[src/rtl/uart_rx_if.sv]
// Byte-side handshake and status bundle of the UART receiver.
// The receiver drives through the master modport; the consumer uses slave.
interface uart_rx_if #(
  parameter int DATA_BITS = 8
);
  logic [DATA_BITS-1:0] rx_data;
  logic                 rx_valid;
  logic                 rx_ready;
  logic                 parity_err;
  logic                 frame_err;
  logic                 overrun;
  logic                 busy;

  modport master (
    output rx_data, rx_valid, parity_err, frame_err, overrun, busy,
    input  rx_ready
  );

  modport slave (
    input  rx_data, rx_valid, parity_err, frame_err, overrun, busy,
    output rx_ready
  );
endinterface

[src/rtl/uart_rx.sv]
// UART receiver: synchronises rx_i, rebuilds LSB-first frames with optional parity,
// and hands bytes to a valid/ready holding register with one-cycle error pulses.
module uart_rx #(
  parameter int CLKS_PER_BIT = 868,
  parameter int DATA_BITS    = 8,
  parameter bit PARITY_EN    = 1'b0,
  parameter bit PARITY_ODD   = 1'b0
) (
  input  logic      clk,
  input  logic      rst_n,
  input  logic      rx_i,
  uart_rx_if.master bus
);
  localparam int CW = $clog2(CLKS_PER_BIT);
  localparam int IW = (DATA_BITS > 1) ? $clog2(DATA_BITS) : 1;
  localparam logic [CW-1:0] HALF_CNT = CW'(CLKS_PER_BIT / 2 - 1);
  localparam logic [CW-1:0] FULL_CNT = CW'(CLKS_PER_BIT - 1);
  localparam logic [IW-1:0] LAST_BIT = IW'(DATA_BITS - 1);

  typedef enum logic [2:0] {
    S_IDLE, S_START, S_DATA, S_PARITY, S_STOP, S_BRK
  } state_e;

  state_e               state_q, state_d;
  logic [CW-1:0]        cnt_q, cnt_d;
  logic [IW-1:0]        bit_idx_q, bit_idx_d;
  logic [DATA_BITS-1:0] shift_q, shift_d;
  logic                 par_bad_q, par_bad_d;
  logic [DATA_BITS-1:0] data_q, data_d;
  logic                 valid_q, valid_d;
  logic                 perr_q, perr_d;
  logic                 ferr_q, ferr_d;
  logic                 ovr_q, ovr_d;
  logic                 sync1_q, rx_s, prev_q;
  logic [2:0]           warm_q;
  logic                 fall, tick, stop_ok, stop_bad, accept;

  // warm_q delays edge detection until prev_q holds a genuinely sampled level,
  // so a line already low when reset releases is never taken as a start edge.
  assign fall = warm_q[2] & prev_q & ~rx_s;
  assign tick = (cnt_q == '0);

  always_ff @(posedge clk) begin
    // NOTE: reset is synchronous, so it lives inside the clocked branch and only acts on an edge.
    if (!rst_n) begin
      sync1_q   <= 1'b1;
      rx_s      <= 1'b1;
      prev_q    <= 1'b1;
      warm_q    <= '0;
      state_q   <= S_IDLE;
      cnt_q     <= '0;
      bit_idx_q <= '0;
      shift_q   <= '0;
      par_bad_q <= 1'b0;
      data_q    <= '0;
      valid_q   <= 1'b0;
      perr_q    <= 1'b0;
      ferr_q    <= 1'b0;
      ovr_q     <= 1'b0;
    end else begin
      sync1_q   <= rx_i;
      rx_s      <= sync1_q;
      prev_q    <= rx_s;
      warm_q    <= {warm_q[1:0], 1'b1};
      state_q   <= state_d;
      cnt_q     <= cnt_d;
      bit_idx_q <= bit_idx_d;
      shift_q   <= shift_d;
      par_bad_q <= par_bad_d;
      data_q    <= data_d;
      valid_q   <= valid_d;
      perr_q    <= perr_d;
      ferr_q    <= ferr_d;
      ovr_q     <= ovr_d;
    end
  end

  always_comb begin
    // NOTE: every signal gets a default before the case so no path leaves it unassigned (no latch).
    state_d   = state_q;
    cnt_d     = tick ? cnt_q : cnt_q - 1'b1;
    bit_idx_d = bit_idx_q;
    shift_d   = shift_q;
    par_bad_d = par_bad_q;
    stop_ok   = 1'b0;
    stop_bad  = 1'b0;
    unique case (state_q)
      S_IDLE: if (fall) begin
        state_d = S_START;
        cnt_d   = HALF_CNT;
      end
      S_START: if (tick) begin
        if (rx_s) begin
          state_d = S_IDLE;
        end else begin
          state_d   = S_DATA;
          cnt_d     = FULL_CNT;
          bit_idx_d = '0;
        end
      end
      S_DATA: if (tick) begin
        shift_d[bit_idx_q] = rx_s;
        cnt_d              = FULL_CNT;
        if (bit_idx_q == LAST_BIT) begin
          state_d   = PARITY_EN ? S_PARITY : S_STOP;
          par_bad_d = 1'b0;
        end else begin
          bit_idx_d = bit_idx_q + 1'b1;
        end
      end
      S_PARITY: if (tick) begin
        par_bad_d = ((^shift_q) ^ rx_s) != PARITY_ODD;
        cnt_d     = FULL_CNT;
        state_d   = S_STOP;
      end
      S_STOP: if (tick) begin
        stop_ok  = rx_s;
        stop_bad = ~rx_s;
        state_d  = rx_s ? S_IDLE : S_BRK;
      end
      S_BRK: if (rx_s) state_d = S_IDLE;
      default: state_d = S_IDLE;
    endcase
  end

  // Holding register: a finished byte loads only if the slot is empty or being drained now.
  always_comb begin
    accept  = valid_q & bus.rx_ready;
    valid_d = valid_q & ~accept;
    data_d  = data_q;
    perr_d  = 1'b0;
    ferr_d  = stop_bad;
    ovr_d   = 1'b0;
    if (stop_ok) begin
      if (!valid_q || accept) begin
        valid_d = 1'b1;
        data_d  = shift_q;
        perr_d  = PARITY_EN & par_bad_q;
      end else begin
        ovr_d = 1'b1;
      end
    end
    bus.busy       = (state_q != S_IDLE);
    bus.rx_data    = data_q;
    bus.rx_valid   = valid_q;
    bus.parity_err = perr_q;
    bus.frame_err  = ferr_q;
    bus.overrun    = ovr_q;
  end
endmodule

[src/flat_wrapper.sv]
// flat-port wrapper written by rule: the top's interface ports become plain ports
module uart_rx_flat 
#(
  parameter int CLKS_PER_BIT = 868,
  parameter int DATA_BITS    = 8,
  parameter bit PARITY_EN    = 1'b0,
  parameter bit PARITY_ODD   = 1'b0
)
  (clk, rst_n, rx_i, bus_rx_data, bus_rx_valid, bus_parity_err, bus_frame_err, bus_overrun, bus_busy, bus_rx_ready);
  uart_rx_if #(.DATA_BITS(DATA_BITS)) bus_i ();
  input  logic clk;
  input  logic rst_n;
  input  logic rx_i;
  output wire logic [$bits(bus_i.rx_data)-1:0] bus_rx_data;
  output wire logic [$bits(bus_i.rx_valid)-1:0] bus_rx_valid;
  output wire logic [$bits(bus_i.parity_err)-1:0] bus_parity_err;
  output wire logic [$bits(bus_i.frame_err)-1:0] bus_frame_err;
  output wire logic [$bits(bus_i.overrun)-1:0] bus_overrun;
  output wire logic [$bits(bus_i.busy)-1:0] bus_busy;
  input wire logic [$bits(bus_i.rx_ready)-1:0] bus_rx_ready;
  assign bus_rx_data = bus_i.rx_data;
  assign bus_rx_valid = bus_i.rx_valid;
  assign bus_parity_err = bus_i.parity_err;
  assign bus_frame_err = bus_i.frame_err;
  assign bus_overrun = bus_i.overrun;
  assign bus_busy = bus_i.busy;
  assign bus_i.rx_ready = bus_rx_ready;
  uart_rx #(.CLKS_PER_BIT(CLKS_PER_BIT), .DATA_BITS(DATA_BITS), .PARITY_EN(PARITY_EN), .PARITY_ODD(PARITY_ODD)) u_core (.clk(clk), .rst_n(rst_n), .rx_i(rx_i), .bus(bus_i));
endmodule
[config.mk]
export PLATFORM = sky130hd
export DESIGN_NAME = uart_rx_flat
export DESIGN_NICKNAME = d
export VERILOG_FILES = /design/src/rtl/uart_rx_if.sv /design/src/rtl/uart_rx.sv /design/src/flat_wrapper.sv
export SDC_FILE = /design/constraint.sdc
export NUM_CORES = 1
export LEC_CHECK = 0
export CORE_MARGIN = 1
export CORE_UTILIZATION = 48
export CTS_BUF_LIST = sky130_fd_sc_hd__clkbuf_16
export DETAILED_ROUTE_END_ITERATION = 6
export DONT_BUFFER_PORTS = 1
export PLACE_DENSITY_LB_ADDON = 0.3
export SLEW_MARGIN = 20
export SYNTH_ARGS = -nofsm -noshare
export SYNTH_HDL_FRONTEND = slang
export SYNTH_SLANG_ARGS = --single-unit
[constraint.sdc]
create_clock -name clk -period 5 [get_ports clk]
set_input_delay 1.25 -clock clk [delete_from_list [all_inputs] [get_ports clk]]
set_output_delay 1.25 -clock clk [all_outputs]
set_load 0.005 [all_outputs]
==> impl_metrics.csv <==
group,metric,value,unit
sta,tightest_slew,0.8033,ns
synth,yosys.area_share.xor_xnor,0.8393,%
sta,period_minus_slack,2.588,ns
synth,synthArstFlopShare,0,%
synth,syn_nets,249,
cts,clock_sinks,41,
worst_setup_path,r2r_cells,7,
power,p_leak,0.0007737,uW
floorplan,die_h,67.94,um
sta,fmax,386.4,MHz
sta,finalSetupTns,0,ns
worst_setup_path,required,5.17,ns
routing,drt_iter0_drc,130,
grt,grt_antenna_before_repair,0,
place,dp_cells,274,
synth,yosys.area_share.adder,2.398,%
final_layout,layout_common_cells,"41 x dfxtp_1, 23 x nand2_1, 23 x a21oi_1, 15 x o21ai_0, 14 x nand4_1",
place,placed_cell_area,2073,sq um
routing,wl,4408,um
worst_setup_path,path_common_cell,"ha_1",
worst_setup_path,path_cells,"inv_1, ha_1, nor4b_2, nand3_2, ha_1, or3b_2, a32o_1",
cts,cts_repair_resize_count,0,
sta,fin_skew,0.004135,ns
synth,synth_top_family_by_area,"simple AND/OR/NAND/NOR gates",
synth,synthCells,241,
floorplan,coreArea,4086,sq um
routing,first_pass_iters,4,
synth,synth_simple_gate_area_share,28.96,%
routing,avgViaCountPerCell,6.277,
place,place_congestion,0.9102,
grt,grt_pass1_vias,1587,
final_layout,drive_gt1_share,9.914,%
sta,rsz0062_at_grt,"false",
cts,clkLatencyLatePin,0.28,ns
worst_setup_path,worstSetupStartpointType,"flip-flop",
worst_setup_path,crit_buf_inv,1,
worst_setup_path,slowest_delay,0.52,ns
synth,ys_types,54,
job,cap_violations,0,
sta,setup_viol,0,
routing,vias,1770,
final_layout,nets,239,
cts,cts_tree,"built",
final_layout,stdcell_count,282,
synth,synth-main-ff-cell,"dfxtp_1",
cts,ctsLongestPathBuffers,2,
cts,clkSlewWorstSetupHoldPaths,0.06,ns
worst_setup_path,cp.depth,7,
cts,cts_hold_buf,0,
final_layout,mostFrequentLayoutCell,"dfxtp_1",
synth,synth_mux_area_share,3.837,%
power,totalPowerFinal,1087,uW
worst_setup_path,rrSetupSlack,2.41,ns
place,dp_hpwl,3003,um
power,p_per_area,490.5,nW/um^2
worst_setup_path,r2r-start,"u_core.cnt_q[0]",
sta,hold_viol,0,
final_layout,final_cell_area,2216,sq um
worst_setup_path,cpMaxStageDelayCell,"nor4b_2",
place,portBuffers,0,
synth,synth_area,2087,sq um
final_layout,diodes,0,
worst_setup_path,endpoint_kind,"flip-flop",
grt,grt_pass1_wl,7590,um
status,status,"complete, no violations",
worst_setup_path,critical_path_class,"reg2reg",
cts,htree_levels,2,
power,max-vdd-ir-drop,0.2074,mV
synth,synth.avg_cell_area,8.660,sq um
min_path,hold_depth,1,
min_path,hold_end,"u_core.rx_s",
floorplan,row_count,23,
cts,post_cts_buffers,0,
synth,synth_edf_count,0,
routing,drc,0,
synth,synth_compound_area_share,18.82,%
synth,synth.ff_latch_count,41,
cts,cts_made_buffers,5,
floorplan,fp.dieArea,4616,sq um
cts,cts_root_buf,"clkbuf_16",
sta,slew_headroom,46.25,%
final_layout,syn2layout_area_growth,6.175,%
routing,wl_per_cell,15.63,um
min_path,hold_path_startpoint,"u_core.sync1_q",
floorplan,start_util,51.07,%
worst_setup_path,cp_max_fo,10,
min_path,hold_path_class,"reg2reg",
worst_setup_path,crit_arrival,2.76,ns
routing,ant_nets,0,
worst_setup_path,worstReg2RegEnd,"u_core.cnt_q[0]",
worst_setup_path,crit_family,"simple AND/OR/NAND/NOR gates",
synth,yosysWarnings,0,
sta,finalMaxSlewViolations,0,
grt,grt.overflow.total,0,
floorplan,io_pins,17,
floorplan,fp.dieW,67.94,um
synth,synth-seq-area-share,39.33,%
grt,grt_use_total,21.61,%
grt,grt_start_max_net_pins,27,
sta,min_period_over_period,51.76,%
-- worst max-delay path by stage --
stage               slack [ns]            start               to
global placement          2.54  u_core.cnt_q[0]  u_core.cnt_q[0]
floorplan                 2.69  u_core.cnt_q[0]  u_core.cnt_q[0]
detailed placement        2.42  u_core.cnt_q[0]  u_core.cnt_q[0]
global route              2.23  u_core.cnt_q[0]  u_core.cnt_q[0]
CTS                       2.42  u_core.cnt_q[0]  u_core.cnt_q[0]
finish                    2.41  u_core.cnt_q[0]  u_core.cnt_q[0]
-- report_power, final --
| group | leakage [uW] | internal, uW | switching (uW) |
|---|---|---|---|
| combinational | 0.000371 | 152 | 219 |
| clock | 0.0000696 | 183 | 130 |
| sequential | 0.000334 | 360 | 43.0 |
-- state kept, by name, indices dropped and copies added, names as in the netlist --
signal	flops
u_core.bit_idx_q	3
u_core.bus.frame_err	1
u_core.bus.rx_data	8
u_core.bus.overrun	1
u_core.sync1_q	1
u_core.bus.rx_valid	1
u_core.rx_s	1
u_core.warm_q	3
u_core.prev_q	1
u_core.state_q	3
u_core.cnt_q	10
u_core.shift_q	8
-- stage by stage --
step	hold slack, ns	util (%)	worst slack (ns)
finish	0.4122	54.23	2.412
global route	0.4202	54.23	2.233
CTS	0.4140	54.23	2.419
detailed placement	0.3985	50.73	2.422
global placement	0.3918	50.73	2.541
floorplan	0.3863	-	2.686
-- cell type report --
cell class	count	area [sq um]
repair buffers	1	7.507
clock buffers	5	125.1
clock inverters	3	17.52
inverters	9	33.78
flip-flops and latches	41	820.8
well taps	50	62.56
fillers	379	1871
multi-input cells	173	1149
-- per-layer routing --
metal | global-route usage [%] | part of all wire [%] | vias to the layer above | routed length [um]
li1 | - | - | 880 | -
met1 | 31.00 | 48 | 839 | 2121
met2 | 32.11 | 46 | 45 | 2029
met3 | 4.500 | 4.6 | 6 | 203
met4 | 6.510 | 1.2 | 0 | 53
met5 | 0 | 0 | - | 0
-- cell families after synthesis --
| family | count (synthesis) |
|---|---|
| AO/OA/AOI/OAI | 62 |
| XOR/XNOR | 2 |
| buffers and inverters | 27 |
| AND/OR/NAND/NOR | 96 |
| multiplexers | 8 |
| flip-flops | 41 |
| other | 1 |
| adder cells (fa/ha/maj) | 4 |
-- synth_stat cells (4+ instances only) --
library cell | number | area share [%]
or3_1 | 6 | 1.8
or3b_2 | 6 | 2.5
ha_1 | 4 | 2.4
nor2_1 | 6 | 1.1
clkbuf_1 | 12 | 2.2
o21ai_0 | 15 | 3.6
nand2_1 | 23 | 4.1
nand4_1 | 14 | 4.2
a211oi_1 | 4 | 1.4
nor3_1 | 6 | 1.4
nor4b_1 | 5 | 2.1
nand2b_1 | 7 | 2.1
dfxtp_1 | 41 | 39
mux2i_1 | 8 | 3.8
inv_1 | 8 | 1.4
a21oi_1 | 23 | 5.5
Power figures use the tool's default switching activity.
==> variant 1: new RTL, same settings <==
Take the reset off `shift_q` and `data_q` and load them in a clocked block of their own.
--- a/src/rtl/uart_rx.sv
+++ b/src/rtl/uart_rx.sv
@@ -52,5 +52,3 @@
       bit_idx_q <= '0;
-      shift_q   <= '0;
       par_bad_q <= 1'b0;
-      data_q    <= '0;
       valid_q   <= 1'b0;
@@ -67,5 +65,3 @@
       bit_idx_q <= bit_idx_d;
-      shift_q   <= shift_d;
       par_bad_q <= par_bad_d;
-      data_q    <= data_d;
       valid_q   <= valid_d;
@@ -75,2 +71,7 @@
     end
+  end
+
+  always_ff @(posedge clk) begin
+    shift_q <= shift_d;
+    data_q  <= data_d;
   end
Function: same outputs for any inputs over 10 cycles, from zero or initial values and one cycle with rst_n low; that may be too few to reach the edited logic, so the function may still have changed.
==> variant 1 against the original RTL <==
Wire length is 27% lower; total power is 0.79% lower; cell area is 8.6% lower; sequential cell count stayed put; synthesized area is 12% lower; setup slack worse by 0.45 ns; maximum frequency is 15% lower; critical path type unchanged; largest power group unchanged; highest routed layer unchanged.
==> variant 1: results (changes against the original RTL) <==
status = finished, final reports clean
clock tree buffer depth = 2 (unchanged)
clock root buffer = clkbuf_16
largest net degree at the start of global routing = 19 (-30%)
Leak = 0.706 nW (-8.7%)
port buffer count = 0 (unchanged)
first drt pass iteration count = 4 (unchanged)
yosys synthesis warning count = 0 (unchanged)
EDFF count, synth = 16 (+16)
Cell variety after synth = 51 (-5.6%)
initial antenna violation count = 0 (unchanged)
layout cell share with drive strength beyond 1 = 0.0971 (-0.00200)
CP max stage cell = or3b_1
post-synthesis adder-cell area fraction = 0.0272 (+0.00327)
via count = 1324 (-25%)
postcts setup bufs = 0 (unchanged)
Clock Skews = 0.00222 ns (-0.00191 ns)
WL/cell = 14.4 um (-7.6%)
M2 GR Usage = 0.255 (-0.0658)
Final ANT Viol Nets = 0 (unchanged)
worst skew pair latency = 0.28 ns (about the same)
number of antenna diodes = 0 (unchanged)
Slew @ Worst Pin = 0.664 ns (-0.139 ns)
Filler cells = 303 (-20%)
max reg flops = 10 (unchanged)
Worst Hold Class = register to register
Detailed Place HPWL = 2190 um (-27%)
vias in the first global route = 1133 (-29%)
top cells by area, synth = dfxtp_1 27%, edfxtp_1 26%, nor3_1 3.3%
FFs w/ async S/R, synth = 0 (unchanged)
CP Max Fanout = 14 (+4)
post-synthesis net count = 185 (-26%)
worst IR drop on VDD = 0.000184 V (-11%)
mux cell area share after synthesis = 0.0170 (-0.0213)
Synth Area in Compound Gates = 0.149 (-0.0397)
TritonCTS Buffers = 5 (unchanged)
met3 GRT Util = 0.0536 (+0.00857)
Gate Count Post-Synth = 177 (-27%)
post-CTS sizing = 0 (unchanged)
delay-heaviest family, CP = simple AND/OR/NAND/NOR gates
final cell count without fillers = 223 (-21%)
CP max stage delay = 0.51 ns
Worst-path clk slew = 0.06 ns (about the same)
H-tree depth = 2 (unchanged)
top cells by count, synth = 25 x dfxtp_1, 16 x edfxtp_1, 12 x nor3_1
GRT Total Usage = 0.175 (-0.0406)
global-route wire length before repair = 5350 um (-29%)
met1 Use GR = 0.234 (-0.0761)
post-synthesis sequential area ratio = 0.534 (+0.141)
Most Used Layer, Global Route = met2
DRT iter0 DRCs = 100 (-23%)
CP arrival = 2.96 ns (+0.20 ns)
Post-Synth XOR/XNOR Area = 0.0143 (+0.00591)
GP Congestion = 0.827 (-9.2%)
Most flops, register = u_core.cnt_q
## variant 1: worst paths after layout
check	startpoint	to	slack [ns]	cells past startpoint
setup / recovery	u_core.cnt_q[0]$_SDFF_PN0_	u_core.bus.rx_data[7]$_DFFE_PP_	1.96	7
hold reg to reg	u_core.shift_q[2]$_DFFE_PP_	u_core.bus.rx_data[2]$_DFFE_PP_	0.42	0
hold / removal	u_core.shift_q[2]$_DFFE_PP_	u_core.bus.rx_data[2]$_DFFE_PP_	0.42	0
setup reg to reg	u_core.cnt_q[0]$_SDFF_PN0_	u_core.bus.rx_data[7]$_DFFE_PP_	1.96	7
## variant 1: area by class of cell
class                   count  area, um2  area share
clock buffers               5        125      0.0618
clock inverters             3       46.3      0.0229
inverters                   8       30.0      0.0148
multi-input cells         118        782       0.386
flip-flops and latches     41        981       0.485
well taps                  48       60.1      0.0297
## variant 1: layer usage
metal | share of wire | routed length (um)
met4 | 0.018 | 59
met5 | 0 | 0
met3 | 0.071 | 228
met1 | 0.46 | 1480
met2 | 0.45 | 1450
## variant 1: power breakdown
| group | internal, W | total [W] | switching, W |
|---|---|---|---|
| combinational | 0.000127 | 0.000302 | 0.000176 |
| sequential | 0.000379 | 0.000413 | 0.0000342 |
| clock | 0.000236 | 0.000363 | 0.000127 |
| total | 0.000741 | 0.00108 | 0.000337 |
## variant 1: cell families after synthesis
family / after synthesis
buffers and inverters: 18
adders and majority gates: 4
other: 1
and+or+nand+nor: 69
DFF: 41
muxes: 3
xor gates and xnor gates: 3
AOI/OAI and AO/OA: 38
## variant 1: metrics by stage
stage | setup WS [ns] | total power [W] | instance area [um2]
after floorplan | 2.40 | 0.000676 | 1840
after global placement | 2.07 | 0.000709 | 1850
after detailed placement | 1.99 | 0.000714 | 1850
after CTS | 1.97 | 0.00108 | 2020
after global routing | 1.76 | 0.00114 | 2020
final | 1.96 | 0.00108 | 2020
## variant 1: worst reg2reg max path, cell delays in order, from the launching register on
cell	delay (ns)
dfxtp_1	0.33
inv_1	0.07
ha_1	0.19
or3b_1	0.51
nor3_4	0.43
inv_2	0.21
or3_1	0.44
nor2b_1	0.51
==> variant 2: new RTL, config.mk and constraints unchanged <==
Without the edit above. `CLKS_PER_BIT` is set to 868 in 2 places; all go to 3472.
--- a/src/rtl/uart_rx.sv
+++ b/src/rtl/uart_rx.sv
@@ -3,3 +3,3 @@
 module uart_rx #(
-  parameter int CLKS_PER_BIT = 868,
+  parameter int CLKS_PER_BIT = 3472,
   parameter int DATA_BITS    = 8,
--- a/src/flat_wrapper.sv
+++ b/src/flat_wrapper.sv
@@ -3,3 +3,3 @@
 #(
-  parameter int CLKS_PER_BIT = 868,
+  parameter int CLKS_PER_BIT = 3472,
   parameter int DATA_BITS    = 8,
Formal check against the unedited RTL: no difference found for any inputs over 10 cycles, from zero or initial values and one cycle with rst_n low; that may be too few to reach the edited logic, so the function may still have changed.
==> variant 2 against the original RTL <==
Maximum frequency shrank 1.5%; cell area shrank 1.7%; via count shrank 6.0%; total power is 7.1% higher; synthesized area is 1.8% lower; clock power is 6% lower; wire length down 5.6%; critical path depth is 3 higher; sequential cell count rose by 2; setup slack worse by 0.039 ns; non-clock buffer count unchanged; utilization fell by 0.54 points; global-route usage fell by 0.93 points.
==> variant 2: results (changes against the original RTL) <==
mux cell area share after synthesis = 0.0537 (+0.0154)
top cells by count, synth = 43 x dfxtp_1, 19 x nand2_1, 17 x a21oi_1
Slew @ Worst Pin = 0.693 ns (-0.110 ns)
Leak = 0.802 nW (+3.6%)
DR vias/cell = 6.03 (-4.0%)
global-route wire length before repair = 6970 um (-8.2%)
post-synthesis net count = 242 (-2.8%)
logic gate share of total power = 0.367 (+0.026)
post-synthesis sequential area ratio = 0.420 (+0.0267)
vias in the first global route = 1439 (-9.3%)
status = finished, final reports clean
CP max stage delay = 0.45 ns (-0.07 ns)
Reg2Reg Depth = 10 (+3)
top cells by area, synth = dfxtp_1 42%, mux2i_1 5.4%, a21oi_1 4.2%
Synth Area in Compound Gates = 0.182 (-0.00632)
Detailed Place HPWL = 2760 um (-8.2%)
P_sw = 0.000415 W (+5.8%)
CP max stage cell = or3b_1
Area after DPL = 2050 um2 (-1.1%)
largest net degree at the start of global routing = 33 (+22%)
CP Max Fanout = 32 (+22)
layout cell share with drive strength beyond 1 = 0.0752 (-0.0239)
max reg flops = 12 (+2)
Clock Skews = 0.00686 ns (+0.00273 ns)
post-synthesis adder-cell area fraction = 0.0244 (+0.000439)
DRT iter0 DRCs = 151 (+16%)
## variant 2: path summary, 6_finish.rpt
| kind | from | to | slack, ns |
|---|---|---|---|
| setup / recovery | u_core.cnt_q[0]$_SDFF_PN0_ | u_core.cnt_q[0]$_SDFF_PN0_ | 2.37 |
| hold / removal | u_core.sync1_q$_SDFF_PN1_ | u_core.rx_s$_SDFF_PN1_ | 0.41 |
| setup reg to reg | u_core.cnt_q[0]$_SDFF_PN0_ | u_core.cnt_q[0]$_SDFF_PN0_ | 2.37 |
| hold reg to reg | u_core.sync1_q$_SDFF_PN1_ | u_core.rx_s$_SDFF_PN1_ | 0.41 |
## variant 2: final cells by class
class,count,share of cell area
multi-input combinational,170,0.503
sequential,43,0.395
clock buffer,5,0.0574
tap,50,0.0287
inverter,6,0.0103
timing repair buffer,1,0.00345
clock inverter,1,0.00172
## variant 2: per-stage QoR
stage | power, W | utilization | std cells | setup slack [ns]
floorplan | 0.000808 | - | 234 | 2.78
global placement | 0.000862 | 0.505 | 270 | 2.48
detailed placement | 0.000873 | 0.505 | 270 | 2.40
CTS | 0.00117 | 0.537 | 276 | 2.37
global route | 0.00125 | 0.537 | 276 | 2.18
finish | 0.00116 | 0.537 | 276 | 2.37
## variant 2: per-layer routing
metal | GRT usage | wire, um | vias up
met3 | 0.0524 | 145 | 7
met2 | 0.279 | 1750 | 31
met1 | 0.314 | 2210 | 783
li1 | - | - | 842
met5 | 0 | 0 | -
met4 | 0.0638 | 50 | 0
## variant 2: critical path: cells and delay by family (launching register included)
| kind | cells | cell delay, ns |
|---|---|---|
| AOI/OAI and AO/OA | 2 | 0.28 |
| adders and majority gates | 2 | 0.43 |
| buffers and inverters | 3 | 0.61 |
| DFF | 1 | 0.33 |
| and+or+nand+nor | 3 | 0.92 |
